`src/rtl/mips_pkg.sv`:
```
// Shared MIPS definitions: R-type funct codes for the HI/LO class, the
// multiply/divide FSM state type and the datapath width.
package mips_pkg;

  localparam int XLEN = 32;

  localparam logic [5:0] FUNCT_MFHI  = 6'h10;
  localparam logic [5:0] FUNCT_MTHI  = 6'h11;
  localparam logic [5:0] FUNCT_MFLO  = 6'h12;
  localparam logic [5:0] FUNCT_MTLO  = 6'h13;
  localparam logic [5:0] FUNCT_MULT  = 6'h18;
  localparam logic [5:0] FUNCT_MULTU = 6'h19;
  localparam logic [5:0] FUNCT_DIV   = 6'h1A;
  localparam logic [5:0] FUNCT_DIVU  = 6'h1B;

  typedef enum logic [1:0] {
    IDLE = 2'd0,
    MUL  = 2'd1,
    DIV  = 2'd2,
    FIX  = 2'd3
  } muldiv_state_t;

endpackage

```
`src/rtl/muldiv_abs.sv`:
```
// Conditional two's-complement negate: yields the magnitude of a negative
// operand on entry, and re-applies a sign to results in the FIX state.
module muldiv_abs #(
  parameter int W = 32
) (
  input  logic [W-1:0] val,
  input  logic         neg,
  output logic [W-1:0] mag
);

  assign mag = neg ? -val : val;

endmodule

```
`src/rtl/ex_muldiv_unit.sv`:
```
// EX-stage iterative multiply/divide unit owning HI/LO; stalls the front end
// while busy. Define MULDIV_EARLY_TERM_EN to end multiplies once no multiplier bits remain.
module ex_muldiv_unit #(
  parameter int XLEN  = mips_pkg::XLEN,
  parameter int CNT_W = 6
) (
  input  logic            clk,
  input  logic            rst,
  input  logic            op_valid,
  input  logic            flush,
  input  logic [5:0]      funct,
  input  logic [XLEN-1:0] rs_val,
  input  logic [XLEN-1:0] rt_val,
  output logic            stall,
  output logic            busy,
  output logic [XLEN-1:0] result,
  output logic            div0,
  output logic [XLEN-1:0] hi,
  output logic [XLEN-1:0] lo
);

  import mips_pkg::*;

  localparam logic [CNT_W-1:0] CNT_LAST = CNT_W'(XLEN - 1);

  muldiv_state_t     state, state_nx;
  logic [2*XLEN-1:0] acc;   // product, or {remainder, dividend/quotient}
  logic [2*XLEN-1:0] opa;   // shifting multiplicand, or divisor in low half
  logic [XLEN-1:0]   opb;   // multiplier bits still to consume
  logic [CNT_W-1:0]  cnt;
  logic              is_mul, neg_a, neg_b;

  logic class_op, is_mul_op, is_div_op, signed_op, accept, mul_done;
  logic rs_neg, rt_neg;
  logic [XLEN-1:0]   rs_mag, rt_mag, quo_fix, rem_fix;
  logic [2*XLEN-1:0] prod_fix, mul_acc, div_acc;
  logic [XLEN:0]     div_diff;

  // NOTE: combinational blocks assign every output a default first so no latch is inferred.
  always_comb begin
    class_op  = 1'b0;
    is_mul_op = 1'b0;
    is_div_op = 1'b0;
    signed_op = 1'b0;
    case (funct)
      FUNCT_MFHI, FUNCT_MTHI, FUNCT_MFLO, FUNCT_MTLO: class_op = 1'b1;
      FUNCT_MULT:  begin class_op = 1'b1; is_mul_op = 1'b1; signed_op = 1'b1; end
      FUNCT_MULTU: begin class_op = 1'b1; is_mul_op = 1'b1; end
      FUNCT_DIV:   begin class_op = 1'b1; is_div_op = 1'b1; signed_op = 1'b1; end
      FUNCT_DIVU:  begin class_op = 1'b1; is_div_op = 1'b1; end
      default: ;
    endcase
  end

  assign busy   = (state != IDLE);
  assign stall  = op_valid & ~flush & class_op & busy;
  assign accept = op_valid & ~flush & class_op & (state == IDLE);

  always_comb begin
    result = '0;
    if (funct == FUNCT_MFHI)      result = hi;
    else if (funct == FUNCT_MFLO) result = lo;
  end

  assign rs_neg = signed_op & rs_val[XLEN-1];
  assign rt_neg = signed_op & rt_val[XLEN-1];

  muldiv_abs #(.W(XLEN))   u_abs_rs  (.val(rs_val),           .neg(rs_neg), .mag(rs_mag));
  muldiv_abs #(.W(XLEN))   u_abs_rt  (.val(rt_val),           .neg(rt_neg), .mag(rt_mag));
  muldiv_abs #(.W(2*XLEN)) u_abs_prd (.val(acc),              .neg(neg_a),  .mag(prod_fix));
  muldiv_abs #(.W(XLEN))   u_abs_quo (.val(acc[XLEN-1:0]),    .neg(neg_a),  .mag(quo_fix));
  muldiv_abs #(.W(XLEN))   u_abs_rem (.val(acc[2*XLEN-1:XLEN]), .neg(neg_b), .mag(rem_fix));

  // Restoring divide: the shifted partial remainder needs XLEN+1 bits, and the
  // borrow out of the subtract decides the quotient bit.
  assign mul_acc  = acc + (opb[0] ? opa : '0);
  assign div_diff = acc[2*XLEN-1:XLEN-1] - {1'b0, opa[XLEN-1:0]};
  assign div_acc  = div_diff[XLEN] ? {acc[2*XLEN-2:0], 1'b0}
                                   : {div_diff[XLEN-1:0], acc[XLEN-2:0], 1'b1};

  always_comb begin
`ifdef MULDIV_EARLY_TERM_EN
    mul_done = (cnt == CNT_LAST) || (opb[XLEN-1:1] == '0);
`else
    mul_done = (cnt == CNT_LAST);
`endif
  end

  always_comb begin
    state_nx = state;
    case (state)
      IDLE: begin
        if (accept && is_mul_op)      state_nx = MUL;
        else if (accept && is_div_op) state_nx = (rt_val == '0) ? FIX : DIV;
      end
      MUL:     if (mul_done) state_nx = FIX;
      DIV:     if (cnt == CNT_LAST) state_nx = FIX;
      default: state_nx = IDLE;
    endcase
  end

  // NOTE: sequential state uses non-blocking assignments only; datapath registers
  // are reset as well so a post-reset op never sees stale operands.
  always_ff @(posedge clk or negedge rst) begin
    if (!rst) begin
      state  <= IDLE;
      hi     <= '0;
      lo     <= '0;
      div0   <= 1'b0;
      acc    <= '0;
      opa    <= '0;
      opb    <= '0;
      cnt    <= '0;
      is_mul <= 1'b0;
      neg_a  <= 1'b0;
      neg_b  <= 1'b0;
    end else begin
      state <= state_nx;
      case (state)
        IDLE: if (accept) begin
          cnt    <= '0;
          is_mul <= is_mul_op;
          if (funct == FUNCT_MTHI) hi <= rs_val;
          if (funct == FUNCT_MTLO) lo <= rs_val;
          if (is_mul_op) begin
            div0  <= 1'b0;
            acc   <= '0;
            opa   <= {{XLEN{1'b0}}, rs_mag};
            opb   <= rt_mag;
            neg_a <= rs_neg ^ rt_neg;
            neg_b <= 1'b0;
          end else if (is_div_op) begin
            div0 <= (rt_val == '0);
            opa  <= {{XLEN{1'b0}}, rt_mag};
            if (rt_val == '0) begin
              // Divide by zero: FIX passes these raw values straight to hi/lo.
              acc   <= {rs_val, {XLEN{1'b1}}};
              neg_a <= 1'b0;
              neg_b <= 1'b0;
            end else begin
              acc   <= {{XLEN{1'b0}}, rs_mag};
              neg_a <= rs_neg ^ rt_neg;
              neg_b <= rs_neg;
            end
          end
        end
        MUL: begin
          acc <= mul_acc;
          opa <= opa << 1;
          opb <= opb >> 1;
          cnt <= cnt + 1'b1;
        end
        DIV: begin
          acc <= div_acc;
          cnt <= cnt + 1'b1;
        end
        default: begin
          if (is_mul) begin
            hi <= prod_fix[2*XLEN-1:XLEN];
            lo <= prod_fix[XLEN-1:0];
          end else begin
            hi <= rem_fix;
            lo <= quo_fix;
          end
        end
      endcase
    end
  end

endmodule
```
`config.mk`:
```
export PLATFORM = sky130hd
export DESIGN_NAME = ex_muldiv_unit
export DESIGN_NICKNAME = d
export VERILOG_FILES = /design/src/rtl/mips_pkg.sv /design/src/rtl/muldiv_abs.sv /design/src/rtl/ex_muldiv_unit.sv
export SDC_FILE = /design/constraint.sdc
export NUM_CORES = 1
export LEC_CHECK = 0
export ABC_AREA = 0
export BUFFER_PORTS_ARGS = -buffer_cell sky130_fd_sc_hd__buf_2
export CAP_MARGIN = 20
export CORE_MARGIN = 8
export CORE_UTILIZATION = 50
export CTS_BUF_LIST = sky130_fd_sc_hd__clkbuf_4 sky130_fd_sc_hd__clkbuf_8 sky130_fd_sc_hd__clkbuf_16
export CTS_CLUSTER_SIZE = 12
export DETAILED_ROUTE_END_ITERATION = 10
export PLACE_DENSITY = 0.69
export SETUP_SLACK_MARGIN = 0.1
export SLEW_MARGIN = 30
export SYNTH_ARGS = -nofsm -noshare
export SYNTH_HDL_FRONTEND = slang
export SYNTH_SLANG_ARGS = --single-unit
```
`constraint.sdc`:
```
create_clock -name clk -period 8.4 [get_ports clk]
set_input_delay 0.42 -clock clk [delete_from_list [all_inputs] [get_ports clk]]
set_output_delay 0.42 -clock clk [all_outputs]
set_load 0.01 [all_outputs]
```
======== Word-level counts from Yosys, hierarchy flattened ========
Cells that the tools add are included.
word-level totals
  input port bits ......................... 74
  logic and storage cells ................. 117
  register bits ........................... 236
  output and inout bits ................... 99
operators by class
  equality and inequality tests ........... 18
  bitwise gates (word level) .............. 9
  $add $sub $neg .......................... 8
  reductions and logical operators ........ 23
  multiplexer cells ....................... 48
operators by type and width
  cell                   number
  $mux W64               10
  $mux W32               14
  $pmux W32 S2           3
  $pmux W64 S3           1
  $neg A32 Y32           4
  $pmux W64 S2           1
  $add A64 B64 Y64       1
  $neg A64 Y64           1
  $eq A6 B5 Y1 const B   9
  $sub A33 B32 Y33       1
  $logic_not A32 Y1      1
  $reduce_and A3 Y1      6
  $mux W1                13
  $pmux W6 S2            1
  $reduce_bool A2 Y1     4
  $reduce_or A2 Y1       4
  $reduce_or A8 Y1       1
  $add A6 B1 Y6 const B  1
  $and A1 B1 Y1          6
  $mux W2                3
  $mux W6                1
  $ne A2 B1 Y1 const B   3
  $reduce_and A2 Y1      3
  $ne A2 B2 Y1 const B   2
  10 further kinds       12

======== Logic depth before layout (Yosys ltp) ========
Gate-level depths: netlist (run 1).
  word-level depth ........................ 10
  depth in mapped cells ................... 17
  gate-level depth less buffers ........... 15

======== Modules after synthesis ========
From an unflattened synthesis (run 1), not the netlist that was laid out.
unflattened totals
  cell total of the unflattened synthesis .. 2966
  area total of the unflattened synthesis .. 23562.6 um^2
by module, submodules not included
  module                       instances  area an instance (um^2)  seq. area each (um^2)  cells an instance
  ex_muldiv_unit               1          19087.1                  5905.7                 2372
  muldiv_abs at u_abs_quo ...  3          748.2                    0.0                    99
  muldiv_abs at u_abs_prd      1          1453.9                   0.0                    198
  muldiv_abs at u_abs_rt       1          777.0                    0.0                    99

======== Least setup slack after synthesis (run 1) ========
Ideal clock, no wire load.
  path kind ............................... flip-flop to flip-flop
  start ................................... register opb[0]
  end ..................................... register acc[56]
  cell stages (with the launch flop) ...... 17
  data required time ...................... 8.276 ns
  data arrival time ....................... 3.363 ns
  path buffers ............................ 3
  clock period less this slack ............ 3.488 ns
  setup slack ............................. 4.912 ns
  library setup time ...................... 0.124 ns
  path through ............................ dfrtp_1 > clkbuf_1 > clkbuf_1 > and2_1 > ha_1 > clkbuf_1 > a21o_1 > a31oi_1 > o211ai_1 > a21oi_1 > nand3_1 > a221oi_2 > a31oi_1 > a21oi_1 > mux2i_1 > a31oi_1 > a211o_1
on the way
  longest elaborated chain between the ends .. 3
ends and longest elaborated chain
  item                    RTL line               source
  from (decl)             ex_muldiv_unit.sv:29   logic [XLEN-1:0] opb;
  from (signal assigned)  ex_muldiv_unit.sv:129  opb <= rt_mag;
  from (signal assigned)  ex_muldiv_unit.sv:150  opb <= opb >> 1;
  $mux W64                ex_muldiv_unit.sv:76   assign mul_acc = acc + (opb[0] ? opa : '0);
  $add A64 B64 Y64        ex_muldiv_unit.sv:76
  $pmux W64 S3            ex_muldiv_unit.sv:119  case (state)
  to (signal assigned)    ex_muldiv_unit.sv:137  acc <= {rs_val, {XLEN{1'b1}}};
  to (signal assigned)    ex_muldiv_unit.sv:141  acc <= {{XLEN{1'b0}}, rs_mag};
  to (signal assigned)    ex_muldiv_unit.sv:148  acc <= mul_acc;
  to (decl)               ex_muldiv_unit.sv:27   logic [2*XLEN-1:0] acc;
No other way between the ends.
A chain may end at the register's enable or synchronous reset.

======== Worst setup path after layout (run 1) ========
Ends and elaborated chain as after synthesis.

==> metrics.md, run 1 <==
| Metric | Value |
|---|---|
| Core Box Area | 41,800 um^2 |
| Avg Vias per Cell | ~6.4 |
| HP Start | rt_val[0] |
| Initial cell density of the core | approximately 50% |
| Mean post-synth cell area | between 7 and 8 um^2 |
| Die Ht | roughly 220 um |
| Total GRT Usage | 33.8% |
| Worst Setup End Kind | register |
| Die W | between 200 and 250 um |
| Main flop type after synthesis | dfrtp_1 |
| CTS Buf Count | 30 |
| Nets | about 3.0k |
| Setup WS post-layout | just over 4000 ps |
| DRT Pass-1 Iters | 8 |
| Final ANT Viol Nets | 0 |
| CP delay by family, top | compound AO/OA/AOI/OAI gates |
| Io pins | between 150 and 200 |
| Clock Latency Late Sink | 600 ps |
| Fill cells | roughly 4.0k |
| Critical-path top delay cell | dfrtp_4 |
| Worst reg2reg path endpoint | acc[56] |
| Wire per inst | approximately 25 um |
| HP Class | input pin to register |
| Post-Synthesis Net Count | a little under 3k |
| Critical Path Fanout Max | 65 |
| Run status | complete, no violations |
| Crit path cell chain | and2_1, ha_1, inv_1, fa_1, nor2b_1, o211ai_1, a21oi_1, o2111ai_1, nand3_1, a221oi_2, a31oi_1, a21oi_1, mux2i_1, a31oi_1, a211o_1 |
| Vias in the first global route | between 20k and 25k |
| Final setup fails | 0 |
| CTS tree | built |
| Startpoint class of the critical path | register |
| Final Max Slew Viols | 0 |
| # DRC | 0 |
| Headroom to the max-slew limit | between 30% and 40% |
| Min cycle time layout | around 4300 ps |
| Initial DRC Count | around 2.8k |
| Synthesized cell area | roughly 21,000 um^2 |
| Final Hold Violating Endpoints | 0 |
| Cell Rows | 75 |
| Die area | approximately 50,000 um^2 |
| Final Core Density | a little under three fifths |
| I/O Buffers | roughly 170 |
| Clock buffer depth | 3 |
| CP arrival | a little under 5000 ps |
| Leak pwr | around 10 nW |
| FF-to-FF path depth | 15 |
| Worst R2R Setup Slack | between 4000 and 5000 ps |
| First-pass GRT wire length | 130,000 um |
| Total global routing overflow | 0 |
| Min Hold Slack | approximately 210 ps |
| Antenna Cells | 0 |
| Placed cell count | 3,336 |
| Gate Count Post-Synth | around 2.8k |
| Clock Sinks | ~240 |
| Via count | 21.8k |
| Async set or reset register ratio after synthesis | 100% |
| Number of synthesized register bits | roughly 240 |
| H-tree lvl count | 1 |
| Synth unique cells | a little over 90 |
| Yosys warns | 0 |
| Dpl ws | roughly 4000 ps |
| Unrepaired setup endpoints after global routing | false |
| Worst R2R Start | opb[0] |
| Cells on Worst Hold Path | 3 |
| Number of hold buffers added after CTS | 1 |
| Period utilization | between 50% and 60% |
| Worst endpoint required time | approximately 8900 ps |
| Max-cap viol count | 0 |
| # resized after CTS | 0 |
| Critical Path Max Stage Delay | about 700 ps |
| Post-Layout Cell Count | about 3.4k |
| Post-synth EDFFs | 0 |
| Initial antenna violation count | 1 |
| Clk Tree Root Cell | clkbuf_16 |
| Clk_skew | around 20 ps |
| Seq/Total Area, Yosys | roughly 28% |
| WP buf/inv | 1 |
| Clock slew at reported path FFs | 60 ps |
| Share of layout cells above drive strength 1 | between 10% and 20% |
| Cell area power density | slightly above 400 nW/um^2 |
| Area Growth Syn to Fin | 10.1% |
| Max VDD drop | about 0.00034 V |
| Hold endpoint | opa[0] |
| TNS Setup | 0 ps |
| Largest net degree at the start of global routing | 123 |
| F_max | 230 MHz |
| DP Wirelength | 65,900 um |
| GP Congestion | between 0.9 and 1 |
| Measured slew at the worst slew-check pin | roughly 940 ps |
| DRT Wirelength | between 80,000 and 90,000 um |
| Post CTS Setup Buffer Count | 0 |
| Crit Path Category | register to register |
## cells by family after synthesis
family / count (synthesis) / share of synthesized area, %
xor gates and xnor gates: 202 / 8.54
DFF: 236 / 28.1
muxes: 76 / 3.73
AOI/OAI and AO/OA: 893 / 26.0
and+or+nand+nor: 1020 / 22.5
adders and majority gates: 106 / 6.38
buffers and inverters: 261 / 4.82
## cell type report
type,count,area [um^2],share of cell area [%]
repair buffers,199,1100,4.74
clock buffers,36,802,3.47
inverters,67,251,1.09
multi-input cells,2297,14200,61.2
well taps,539,674,2.91
flip-flops and latches,236,5910,25.5
clock inverters,20,246,1.07
## synthesized netlist by cell type (19+ instances only)
cell type | n | area (um^2)
clkbuf_1 | 161 | 604
a21o_1 | 52 | 390
a21oi_1 | 287 | 1440
nand4_1 | 33 | 206
a211oi_1 | 69 | 518
nor3_1 | 44 | 220
buf_2 | 23 | 115
ha_1 | 104 | 1300
o31ai_1 | 43 | 323
o21a_1 | 19 | 143
o21ai_0 | 234 | 1170
mux2i_1 | 58 | 581
nor2_1 | 296 | 1110
nand2_1 | 364 | 1370
xnor2_1 | 99 | 867
and2_1 | 73 | 457
xor2_1 | 101 | 885
dfrtp_1 | 236 | 5910
inv_1 | 66 | 248
a31oi_1 | 42 | 263
nand3_1 | 75 | 375
and3_1 | 26 | 163
## stage by stage
stage | cell area, um^2 | total power, W
after floorplan | 21000 | 0.00593
after global placement | 22000 | 0.00771
after detailed placement | 22000 | 0.00778
after CTS | 23100 | 0.00916
after global routing | 23100 | 0.00995
final | 23100 | 0.00933
## registers in the layout, indices dropped and copies added (netlist names)
signal and count:
lo 32, opb 32, div0 1, state 2
acc 64, cnt 6, opa 64, is_mul 1
hi 32, neg_a 1, neg_b 1
## worst min-delay path, delay by kind of cell
| family | cells | cell delay, ps |
|---|---|---|
| compound gates | 1 | 70 |
| buf+inv | 1 | 140 |
| mux | 1 | 130 |
## cells in the final DEF, fill, tap and decap left out, drive strengths merged, types with 7 or more instances in the layout
cell | netlist | final
nand2 | 365 | 365
nor2 | 297 | 297
a21oi | 288 | 288
o21ai | 248 | 248
dfrtp | 236 | 236
buf | 32 | 198
ha | 104 | 104
xor2 | 102 | 102
xnor2 | 100 | 100
nand3 | 75 | 75
and2 | 73 | 73
a211oi | 70 | 70
inv | 67 | 69
mux2i | 58 | 58
a21o | 52 | 52
nor3 | 47 | 47
o31ai | 43 | 43
a31oi | 42 | 42
clkbuf | 162 | 36
nand4 | 33 | 33
and3 | 26 | 26
or3 | 20 | 20
o21a | 19 | 19
o211ai | 19 | 19
mux2 | 18 | 18
nand2b | 18 | 18
o41ai | 17 | 17
nor4 | 17 | 17
o21bai | 12 | 12
nor2b | 12 | 12
o22ai | 11 | 11
a221oi | 11 | 11
clkinv | 0 | 10
or4 | 8 | 8
nor3b | 7 | 7
## routing by layer
layer	global-route usage, %	wire, um	vias up
met5	0	12	-
met4	13.5	4080	2
met3	9.63	9890	162
met2	46.6	33300	1215
met1	48.7	38100	10400
li1	-	-	10100
## power breakdown
part | leakage, nW | internal, W | switching, W
logic | 6.94 | 0.00194 | 0.00376
registers | 2.96 | 0.00158 | 0.000682
clock network | 0.513 | 0.000811 | 0.000562
## how the worst max path moves through the flow
stage | startpoint | endpoint | slack [ps] | cells after the start
2_1_floorplan | opb[0] | acc[56] | 4910 | 16
3_3_place_gp | opb[0] | acc[57] | 3980 | 14
3_5_place_dp | opb[0] | acc[56] | 3980 | 13
4_1_cts | opb[0] | acc[56] | 3940 | 13
5_1_grt | opb[0] | acc[56] | 3860 | 15
6_report | opb[0] | acc[56] | 4060 | 15
(Power assumes the default switching activity.)
==> run 2: changes to the inputs <==
clock period = 4.3 ns   (was 8.4 ns; I/O delays follow)
==> metrics.md, run 2 (synthesis results as in run 1) <==
| Metric | Value |
|---|---|
| Run status | complete, no violations |
| H-tree lvl count | 1 |
| Clock buffer depth | 3 |
| Measured slew at the worst slew-check pin | ~1000 ps |
| Crit path cell chain | inv_1, ha_1, fa_1, nand2b_1, a21oi_1, o21a_1, nor2_1, o221a_2, a21bo_2, xnor2_2, buf_4, mux2i_1, o22ai_1, a21oi_1, o21ai_0 |
| Period utilization | 93.8% |
| Final setup fails | 0 |
| Largest net degree at the start of global routing | ~120 |
| DRT Pass-1 Iters | 9 |
| Max VDD drop | 0.000509 V |
| Initial DRC Count | 2,555 |
| Post CTS Setup Buffer Count | 0 |
| Initial antenna violation count | 0 |
| Io pins | 173 |
| CTS tree | built |
| Wire per inst | approximately 25 um |
| Clock slew at reported path FFs | roughly 60 ps |
| Final Hold Violating Endpoints | 0 |
| Unrepaired setup endpoints after global routing | true |
| Headroom to the max-slew limit | about a third |
| First-pass GRT wire length | around 130,000 um |
| I/O Buffers | approximately 170 |
| Final ANT Viol Nets | 0 |
| TNS Setup | 0 ps |
| Cells on Worst Hold Path | 3 |
| GP Congestion | about 1.0 |
| Antenna Cells | 0 |
| Cell Rows | 75 |
| Critical Path Max Stage Delay | about 410 ps |
| Most frequent cells in the layout | nand2_1 (364), nor2_1 (294), a21oi_1 (286), dfrtp_1 (235), o21ai_0 (233) |
| # DRC | 0 |
| Worst Setup End Kind | register |
| Clock Latency Late Sink | between 500 and 600 ps |
| Core Box Area | ~42,000 um^2 |
| DP Wirelength | 67,900 um |
| Total GRT Usage | between 30% and 40% |
| CP arrival | about 4500 ps |
| Die W | about 220 um |
| Final Max Slew Viols | 0 |
| HP Class | input pin to register |
| Nets | 3,074 |
| DRT Wirelength | about 87,000 um |
| Total global routing overflow | 0 |
| Initial cell density of the core | roughly 50% |
| Min cycle time layout | approximately 4000 ps |
| Avg Vias per Cell | between 6 and 7 |
| F_max | 248 MHz |
| Total power | between 0.015 and 0.02 W |
| Levels on crit path | 15 |
| Die area | between 40,000 and 50,000 um^2 |
| Clock Sinks | between 200 and 250 |
| Crit Path Category | register to register |
| Cell area power density | ~800 nW/um^2 |
| Leak pwr | roughly 11 nW |
| Area Growth Syn to Fin | 11.8% |
| WP buf/inv | 2 |
| Clk Tree Root Cell | clkbuf_16 |
| FF-to-FF path depth | 15 |
| Worst endpoint required time | 4720 ps |
| Clk_skew | between 20 and 30 ps |
| Critical Path Fanout Max | 9 |
| Max-cap viol count | 0 |
| Cell mode on critical path | a21oi_1 |
| CP delay by family, top | compound AO/OA/AOI/OAI gates |
| Startpoint class of the critical path | register |
| Critical-path top delay cell | xnor2_2 |
| Via count | approximately 22k |
| CTS Buf Count | 29 |
| Share of layout cells above drive strength 1 | between 10% and 20% |
| Biggest regs | acc x64, opa x64 |
| Commonest non-fill, non-tap cell in the layout | nand2_1 |
| Vias in the first global route | ~21k |
| Die Ht | around 220 um |
-- run 2: cell types whose count changed in the layout (fill, tap and decap cells not counted), sizes merged --
cell      change
xor2          +1
clkbuf        +3
bufinv        -4
clkinv        -4
inv           -1
buf          +63
clkinvlp      -2
-- run 2: per-stage QoR --
stage          util, %  setup slack (ps)  hold WS, ps  cells  cell area, um^2
5_1_grt           56.3              43.8         73.6   3450            23500
6_report          56.3               268         51.9   3450            23500
4_1_cts           56.1               304         20.5   3448            23400
3_3_place_gp      54.0               314          366   3399            22500
2_1_floorplan        -               812        -80.6   2794            21000
3_5_place_dp      54.0               302          363   3399            22600
-- run 2: metal layers --
metal	global-route usage [%]	vias to the layer above	wire, um
met1	48.0	10500	38000
met3	9.65	200	10400
met4	14.9	0	4370
met2	47.0	1303	34100
met5	0	-	0
li1	-	10200	-
-- run 2: worst min-delay path: cells and delay by family --
kind                   cells  cell delay (ps)
AOI/OAI and AO/OA          2              210
buffers and inverters      1              180
-- run 2: power by group --
part | switching (W) | leakage [nW] | total (W) | internal [W]
Sequential | 0.00103 | 2.96 | 0.00411 | 0.00308
Combinational | 0.00780 | 7.27 | 0.0119 | 0.00411
Clock | 0.00102 | 0.442 | 0.00235 | 0.00133
-- run 2: final timing paths --
kind                            startpoint  endpoint  slack (ps)
worst max-delay path               acc[31]   acc[55]         270
worst min-delay path             rs_val[5]     hi[5]          50
worst max register to register     acc[31]   acc[55]         270
worst min register to register     opa[63]   opa[63]         480
max in group asynchronous              rst   acc[33]        2880
min in group asynchronous              rst     lo[9]         130
-- run 2: what timing repair did --
item / CTS / global route
endpoints found under the setup margin: 0 / 11
hold endpoints to repair: 112 / 0
resized for setup: 0 / 4
hold buffers: 1 / 0
-- run 2: cell type report --
class	instances	area (um^2)
flip-flops and latches	236	5910
repair buffers	262	1610
well taps	539	674
fillers	3963	18300
clock inverters	9	61.3
clock buffers	39	826
inverters	67	251
multi-input cells	2298	14200
